===== src/rtl/abm_send_pkg.sv =====
// Shared definitions for the ABM send sequencer: FSM state encoding and result codes.
package abm_send_pkg;

    typedef enum logic [1:0] {
        ST_IDLE      = 2'd0,
        ST_LAUNCH    = 2'd1,
        ST_WAIT_BUSY = 2'd2,
        ST_WAIT_IDLE = 2'd3
    } state_t;

    localparam logic [1:0] ERR_OK        = 2'd0;
    localparam logic [1:0] ERR_ACCEPT_TO = 2'd1;
    localparam logic [1:0] ERR_DONE_TO   = 2'd2;
    localparam logic [1:0] ERR_ABORTED   = 2'd3;

endpackage


===== src/rtl/abm_watchdog.sv =====
// Per-phase watchdog: loadable down-counter that parks at zero and flags expiry there.
module abm_watchdog #(
    parameter int TW = 32
) (
    input  logic          clk,
    input  logic          resetn,
    input  logic          load,
    input  logic [TW-1:0] load_val,
    input  logic          enable,
    output logic          expired
);

    logic [TW-1:0] cnt;

    always_ff @(posedge clk or negedge resetn) begin
        if (!resetn) begin
            cnt <= '0;
        end else if (load) begin
            cnt <= load_val;
        end else if (enable && (cnt != '0)) begin
            cnt <= cnt - TW'(1);
        end
    end

    assign expired = (cnt == '0);

endmodule


===== src/rtl/abm_send_seq.sv =====
// Sequencer that launches a counted series of ABM sends on two copy engines,
// with a per-phase watchdog, abort handling and a registered result report.
//
// state        | meaning
// ST_IDLE      | no sequence active, waiting for cmd_start
// ST_LAUNCH    | waiting for both engines idle before strobing eng_start
// ST_WAIT_BUSY | strobe issued, waiting for an engine to report busy
// ST_WAIT_IDLE | engines running, waiting for both to return idle
module abm_send_seq
    import abm_send_pkg::*;
#(
    parameter int CW = 16,
    parameter int TW = 32
) (
    input  logic          clk,
    input  logic          resetn,
    input  logic          cmd_start,
    input  logic [CW-1:0] cmd_count,
    input  logic          cmd_abort,
    input  logic [TW-1:0] timeout_cycles,
    input  logic          idle_0,
    input  logic          idle_1,
    output logic          eng_start,
    output logic          busy,
    output logic          done,
    output logic [1:0]    err_code,
    output logic [CW-1:0] sends_done
);

    state_t        state;
    logic [CW-1:0] count_q;
    logic [TW-1:0] timeout_q;
    logic          eng_idle;
    logic          wd_on;
    logic          wd_fire;
    logic          wd_load;
    logic          wd_dec;
    logic          wd_expired;
    logic [CW-1:0] sends_next;

    assign eng_idle   = idle_0 & idle_1;
    assign wd_on      = (timeout_q != '0);
    assign wd_fire    = wd_on & wd_expired;
    assign sends_next = (sends_done == '1) ? sends_done : sends_done + CW'(1);

    // Watchdog is reloaded on entry to each wait phase and counts only while a phase is pending.
    always_comb begin
        wd_load = 1'b0;
        wd_dec  = 1'b0;
        if (!cmd_abort) begin
            case (state)
                ST_LAUNCH: begin
                    wd_load = eng_idle;
                end
                ST_WAIT_BUSY: begin
                    wd_load = !wd_fire && !eng_idle;
                    wd_dec  = !wd_fire && eng_idle;
                end
                ST_WAIT_IDLE: begin
                    wd_dec = !wd_fire && !eng_idle;
                end
                default: begin
                end
            endcase
        end
    end

    abm_watchdog #(
        .TW(TW)
    ) u_watchdog (
        .clk      (clk),
        .resetn   (resetn),
        .load     (wd_load),
        .load_val (timeout_q),
        .enable   (wd_dec),
        .expired  (wd_expired)
    );

    always_ff @(posedge clk or negedge resetn) begin
        if (!resetn) begin
            state      <= ST_IDLE;
            eng_start  <= 1'b0;
            busy       <= 1'b0;
            done       <= 1'b0;
            err_code   <= ERR_OK;
            sends_done <= '0;
            count_q    <= '0;
            timeout_q  <= '0;
        end else begin
            eng_start <= 1'b0;
            done      <= 1'b0;
            if (state == ST_IDLE) begin
                if (cmd_start) begin
                    err_code   <= ERR_OK;
                    sends_done <= '0;
                    if (cmd_count != '0) begin
                        count_q   <= cmd_count;
                        timeout_q <= timeout_cycles;
                        state     <= ST_LAUNCH;
                        busy      <= 1'b1;
                    end else begin
                        done <= 1'b1;
                    end
                end
            end else if (cmd_abort) begin
                // Abort outranks any completion or timeout seen on the same edge.
                state    <= ST_IDLE;
                busy     <= 1'b0;
                done     <= 1'b1;
                err_code <= ERR_ABORTED;
            end else begin
                case (state)
                    ST_LAUNCH: begin
                        if (eng_idle) begin
                            eng_start <= 1'b1;
                            state     <= ST_WAIT_BUSY;
                        end
                    end
                    ST_WAIT_BUSY: begin
                        if (wd_fire) begin
                            state    <= ST_IDLE;
                            busy     <= 1'b0;
                            done     <= 1'b1;
                            err_code <= ERR_ACCEPT_TO;
                        end else if (!eng_idle) begin
                            state <= ST_WAIT_IDLE;
                        end
                    end
                    ST_WAIT_IDLE: begin
                        if (wd_fire) begin
                            state    <= ST_IDLE;
                            busy     <= 1'b0;
                            done     <= 1'b1;
                            err_code <= ERR_DONE_TO;
                        end else if (eng_idle) begin
                            sends_done <= sends_next;
                            if (sends_next == count_q) begin
                                state <= ST_IDLE;
                                busy  <= 1'b0;
                                done  <= 1'b1;
                            end else begin
                                state <= ST_LAUNCH;
                            end
                        end
                    end
                    default: begin
                        state <= ST_IDLE;
                        busy  <= 1'b0;
                    end
                endcase
            end
        end
    end

endmodule

===== config.mk =====
export PLATFORM = sky130hd
export DESIGN_NAME = abm_send_seq
export DESIGN_NICKNAME = d
export VERILOG_FILES = /design/src/rtl/abm_send_pkg.sv /design/src/rtl/abm_watchdog.sv /design/src/rtl/abm_send_seq.sv
export SDC_FILE = /design/constraint.sdc
export NUM_CORES = 1
export LEC_CHECK = 0
export ABC_AREA = 1
export CAP_MARGIN = 25
export CORE_AREA = 2 2 115 117
export DETAILED_ROUTE_END_ITERATION = 12
export DIE_AREA = 0 0 117 119
export HOLD_SLACK_MARGIN = 0.15
export PLACE_DENSITY = 0.76
export SYNTH_ARGS = -nofsm -noshare
export SYNTH_HDL_FRONTEND = slang
export SYNTH_SLANG_ARGS = --single-unit

===== constraint.sdc =====
create_clock -name clk -period 2.3 [get_ports clk]
set_clock_uncertainty 0.2 [all_clocks]
set_input_delay 0.345 -clock clk [delete_from_list [all_inputs] [get_ports clk]]
set_output_delay 0.345 -clock clk [all_outputs]
set_load 0.02 [all_outputs]

==> results of run 1 <==
cell usage in the layout (no fill, tap or decap), drive strengths merged, types with 2 or more instances in the layout:
master | Yosys | layout
nand2 | 259 | 261
buf | 14 | 140
dfrtp | 103 | 103
inv | 89 | 90
nor2 | 83 | 83
clkdlybuf4s50 | 0 | 73
nand3 | 73 | 73
o21ai | 50 | 50
mux2 | 33 | 33
xor2 | 28 | 28
nand4 | 21 | 21
clkbuf | 14 | 18
nand3b | 12 | 12
nor4 | 12 | 12
nor3 | 12 | 12
a21oi | 11 | 11
ha | 9 | 9
xnor2 | 8 | 8
o22ai | 4 | 4
bufinv | 0 | 2
through the flow:
step                hold slack [ns]  setup TNS, ns  worst slack, ns  total power [mW]  cell area, µm²
floorplan                    -0.151        -0.0706          -0.0164              6.14            6350
global placement              0.125          -7.01           -0.134              8.12            8130
global route                  0.316         -13.46           -0.318              12.5            9700
detailed placement            0.123          -6.72           -0.136              8.27            8130
CTS                           0.286         -0.994          -0.0459              10.5            8840
finish                        0.276          -8.40           -0.238              11.8            9700
cell families (layout without fill, tap and decap cells):
| logic type | count (synthesis) | after routing | share of synthesized area [%] |
|---|---|---|---|
| compound gates | 66 | 66 | 5.75 |
| xor+xnor | 36 | 36 | 4.98 |
| fa+ha+maj | 9 | 9 | 1.78 |
| buf+inv | 117 | 325 | 8.02 |
| flops | 103 | 103 | 40.7 |
| mux | 33 | 33 | 5.87 |
| simple gates | 472 | 474 | 32.9 |
path summary, 6_finish.rpt:
kind,start,end,slack [ns],depth (start not counted)
min reg2reg,err_code[0],err_code[0],0.29,2
max reg2reg,u_watchdog.cnt[14],u_watchdog.cnt[24],-0.24,18
max,u_watchdog.cnt[14],u_watchdog.cnt[24],-0.24,18
max in group asynchronous,resetn,sends_done[4],0.92,3
min in group clk,err_code[0],err_code[0],0.29,2
min,resetn,sends_done[7],0.28,2
routing by layer:
metal | track usage (%) | up-vias | wire [µm]
li1 | - | 3113 | -
met3 | 5.65 | 66 | 1390
met1 | 35.3 | 3276 | 8600
met4 | 8.82 | 0 | 764
met5 | 0 | - | 0
met2 | 44.3 | 330 | 10600
registers in the layout, indices dropped and copies added, names as in the netlist:
name	flops
done	1
state	2
err_code	2
timeout_q	32
u_watchdog.cnt	32
count_q	16
busy	1
eng_start	1
sends_done	16
layout make-up:
cell class	count	share of cell area, %
tap	176	2.27
multi-input combinational	618	41.9
timing repair buffer	220	22.3
sequential	103	26.6
clock inverter	4	0.800
inverter	89	3.55
clock buffer	12	2.54
power by group through the flow:
stage	clock network (mW)	logic, mW	registers [mW]
floorplan	0	2.82	3.32
global placement	0	4.92	3.20
detailed placement	0	5.05	3.22
CTS	1.72	5.61	3.22
global route	1.81	7.26	3.44
finish	1.71	6.76	3.37
what timing repair did:
action                                 CTS  global route
endpoints found under the hold margin   32             0
setup endpoints to repair               47            54
setup buffers                           12            16
gates cloned                             4             9
gates resized for setup                 64           177
hold buffers                             1             0
pin swaps                                3            48
worst max-delay path: stages, from the launching register on:
cell     delay (ns)
dfrtp_1        0.40
inv_1          0.13
nand2_2        0.11
nor2_4         0.12
nand2_2        0.09
nor3_4         0.22
nand2_4        0.10
nor2_4         0.11
nand2_4        0.08
nand2_4        0.08
inv_4          0.04
nand2_4        0.07
nand2_8        0.09
buf_6          0.16
buf_12         0.14
nand3_4        0.07
nand2_2        0.06
nand2_1        0.07
o21ai_1        0.07
==> impl_metrics.toml, run 1 <==
[logic_synthesis]
yosysSeqAreaShare_pct = 40.7
synthTopCellsByArea = "dfrtp_1, nand2_1, mux2_2"
synth_cells = 836
syn_nets = 899
synth_cell_type_count = 29
synth_edf_count = 0
syn_avg_cell_area_um2 = 7.57
synth_ff_type = "dfrtp_1"
yosysMostFrequentCell = "nand2_1"
syn_area_um2 = 6330
yosys-top-cells-count = "nand2_1, dfrtp_1, inv_1"
synth_largest_area_cell = "dfrtp_1"
synth-seq-cells = 103
yosysTopAreaCellShare_pct = 40.7
yosysWarningCount = 0
async_reset_ff_share_pct = 100

[pwr]
p_leak_nw = 4.55
pwr-share-comb_pct = 57.1
swShare_pct = 43.2
power.share.clock_pct = 14.4
vdd_drop_max_uv = 834
power_density_nw_per_um2 = 1220
internal_power_mw = 6.73
pwr-share-seq_pct = 28.5
switching_power_mw = 5.11

[critical_path]
path_max_fanout = 7
worstSetupPathType = "flip-flop to flip-flop"
cp_data_arrival_time_ns = 2.58
end_kind = "flip-flop"
cp-start-kind = "flip-flop"
cp.required_ns = 2.34

[placement]
io_buffers = 74
dp_cells = 1170
dpl.hpwl_mm = 12.4
routabilityCongestion = 0.934

[floorplan]
die_width_um = 117
start_util_pct = 49.2
coreArea_um2 = 12900
dieArea_um2 = 13900
die_height_um = 119
io_pins = 75
num_rows = 42

[sta]
finalSetupViolCount = 54
min_period_over_period_pct = 110
maxSlewHeadroom_pct = 70.1
fmax_mhz = 394
final-hold-violation-count = 0
slew_violations = 0
rsz0062_at_grt = "yes"
layout_setup_ws_ns = -0.238
tightestPinTransition_ns = 0.448
layout_min_cycle_time_ns = 2.54

[min_path]
hold_class = "primary input to asynchronous set/reset pin"

[global_route]
antenna_found_initial = 0
grt_pass1_vias = 6238
globalRouteOverflowTotal = 0
grt_max_degree = 54
grt_util_all_layers_pct = 26.9
grt_pass1_wl_mm = 29.4

[cells_and_area]
area_growth_syn_to_layout_pct = 53.2
antenna_cells = 0
final_cells = 1222
multi_input_area_um2 = 4070
final_core_util_pct = 75.4
nNetsFinal = 1104
n_fill_cell = 799
drive_above_1_share_pct = 35.9
seq_area_um2 = 2580

[routing]
drtPass1Iterations = 5
drt_iter0_drc = 715
routed_via_density = 5.55
wl_mm = 21.3
dr_total_vias = 6785
wl_per_cell_um = 17.4
drc = 0
antenna_left = 0

[clock_tree]
clock_latency_ns = 0.36
cts_buffers = 9
h-tree-depth = 3
cts_tree = "yes"
clk_pin_slew_ns = 0.07
cts_buffer_depth = 2
cts_sinks = 103
root_buffer = "clkbuf_16"

[outcome]
violations = "setup timing"
outcome = "finished with violations"

[flow_run]
drv_cap = 0
(Power assumes the default switching activity.)
==> inputs of run 2 (changes only) <==
--- a/config.mk
+++ b/config.mk
@@ -7,11 +7,13 @@
 export LEC_CHECK = 0
 export ABC_AREA = 1
 export CAP_MARGIN = 25
-export CORE_AREA = 2 2 115 117
+export CORE_AREA = 5 5 118 120
 export DETAILED_ROUTE_END_ITERATION = 12
-export DIE_AREA = 0 0 117 119
+export DIE_AREA = 0 0 123 125
 export HOLD_SLACK_MARGIN = 0.15
 export PLACE_DENSITY = 0.76
+export SKIP_LAST_GASP = 1
 export SYNTH_ARGS = -nofsm -noshare
 export SYNTH_HDL_FRONTEND = slang
 export SYNTH_SLANG_ARGS = --single-unit
+export TNS_END_PERCENT = 5
==> impl_metrics.toml, run 2 (synthesis results as in run 1) <==
[sta]
min_period_over_period_pct = 108
layout_min_cycle_time_ns = 2.48
rsz0062_at_grt = "yes"
layout_setup_ws_ns = -0.179
fmax_mhz = 403
tightestPinTransition_ns = 0.367
final-hold-violation-count = 0
slew_violations = 0
finalSetupViolCount = 42
maxSlewHeadroom_pct = 75.3

[clock_tree]
cts_sinks = 103
clock_latency_ns = 0.36
h-tree-depth = 3
root_buffer = "clkbuf_16"
clk_pin_slew_ns = 0.07
cts_buffer_depth = 2
cts_buffers = 9
cts_tree = "yes"

[critical_path]
critical-path-slowest-cell = "dfrtp_1"
cp.required_ns = 2.35
rr_startpoint = "u_watchdog.cnt[1]"
crit_path_start = "u_watchdog.cnt[1]"
path_depth = 17
cp_data_arrival_time_ns = 2.52
reg2reg_depth = 17
cp_num_buf_inv = 5
end_kind = "flip-flop"
worstPathCellList = "inv_2, ha_4, inv_2, nor2_4, nand2_4, nor2_4, nand2_4, buf_4, nor3_4, nand3_1, nand2_1, inv_1, nand2_4, nand2_4, clkbuf_16, nand2_1, o21ai_1"
critPathMaxStageDelay_ns = 0.42
cp-start-kind = "flip-flop"
critical-path-top-delay-family = "simple AND/OR/NAND/NOR gates"
crit_path_frequent_cell = "nand2_4"
reg2reg_to = "u_watchdog.cnt[15]"
path_max_fanout = 6
endpoint = "u_watchdog.cnt[15]"
reg2reg_slack_ns = -0.18
worstSetupPathType = "flip-flop to flip-flop"

[floorplan]
io_pins = 75
num_rows = 42
die_height_um = 125
coreArea_um2 = 12900
dieArea_um2 = 15400
die_width_um = 123
start_util_pct = 49.2

[pwr]
internal_power_mw = 6.10
power_density_nw_per_um2 = 1150
vdd_drop_max_uv = 606
swShare_pct = 41.6
pwr-share-seq_pct = 31.7
switching_power_mw = 4.35
fin_total_pwr_mw = 10.5
power.share.clock_pct = 14.9
pwr-share-comb_pct = 53.4
p_leak_nw = 4.44

[routing]
drc = 0
antenna_left = 0
routed_via_density = 5.43
dr_total_vias = 6566
wl_mm = 19.4
drt_iter0_drc = 625
drtPass1Iterations = 7
wl_per_cell_um = 16.1

[global_route]
globalRouteOverflowTotal = 0
grt_pass1_vias = 5890
antenna_found_initial = 0
grt_pass1_wl_mm = 28.3
grt_util_all_layers_pct = 22.8
grt_max_degree = 38

[placement]
io_buffers = 74
post_dp_cell_area_um2 = 8040
dpl.hpwl_mm = 12.6
routabilityCongestion = 0.926

[cells_and_area]
area_growth_syn_to_layout_pct = 43.9
reg_top3 = "timeout_q x32, u_watchdog.cnt x32"
antenna_cells = 0
fin_area_um2 = 9110
nNetsFinal = 1092
drive_above_1_share_pct = 28.8
final_core_util_pct = 70.8
final_common_cell = "nand2_1"
final_cell_mix = "nand2_1, buf_4, dfrtp_1, inv_1, clkdlybuf4s50_1"

[outcome]
violations = "setup timing"
outcome = "finished with violations"

[flow_run]
drv_cap = 0

[min_path]
hold_class = "primary input to asynchronous set/reset pin"
==> run 2: cell types whose count changed in the layout (fill, tap and decap cells not counted), sizes merged <==
| cell | before | now |
|---|---|---|
| inv | 90 | 89 |
| bufinv | 2 | 1 |
| nand2 | 261 | 260 |
| buf | 140 | 130 |
| clkinv | 1 | 2 |
| clkbuf | 18 | 17 |
==> run 2: layout make-up <==
class,count,area (µm²)
inverters,89,339
flip-flops and latches,103,2580
multi-input cells,617,3690
clock inverters,3,43.8
repair buffers,209,1990
clock buffers,12,246
fillers,938,3760
well taps,176,220
==> run 2: how the worst min path moves through the flow <==
stage	start	endpoint	slack, ns	cells past startpoint
global route	resetn	timeout_q[4]	0.23	2
floorplan	resetn	busy	-0.15	0
detailed placement	resetn	timeout_q[29]	0.04	1
global placement	resetn	timeout_q[30]	0.03	1
CTS	resetn	timeout_q[4]	0.19	2
finish	resetn	timeout_q[4]	0.19	2
==> run 2: per-layer routing <==
metal | GRT usage (%) | share of wire, %
met5 | 0 | 0
met2 | 36.9 | 50
met4 | 8.21 | 3.6
met1 | 31.1 | 40
met3 | 3.39 | 6.1
==> run 2: power groups by stage <==
stage / combinational, mW / sequential (mW) / clock (mW)
detailed placement: 4.92 / 3.24 / 0
global route: 6.11 / 3.40 / 1.66
CTS: 5.04 / 3.23 / 1.57
global placement: 4.82 / 3.21 / 0
floorplan: 2.82 / 3.32 / 0
finish: 5.58 / 3.31 / 1.56
==> run 2: through the flow <==
step,hold WS (ns),cells,worst slack [ns],setup TNS [ns]
after floorplan,-0.151,836,-0.0164,-0.0706
after global placement,0.0348,1167,-0.180,-8.08
after detailed placement,0.0362,1167,-0.216,-9.66
after CTS,0.195,1189,-0.0312,-0.440
after global routing,0.229,1209,-0.264,-9.53
final,0.192,1209,-0.179,-3.36
==> run 2: what timing repair did <==
| action | in CTS | in global routing |
|---|---|---|
| buffers inserted | 5 | 12 |
| endpoints found under the hold margin | 103 | 0 |
| endpoints found under the setup margin | 49 | 54 |
| cloned | 1 | 8 |
| gates resized for setup | 22 | 99 |
| pin swaps | 8 | 34 |
| hold buffers | 1 | 0 |
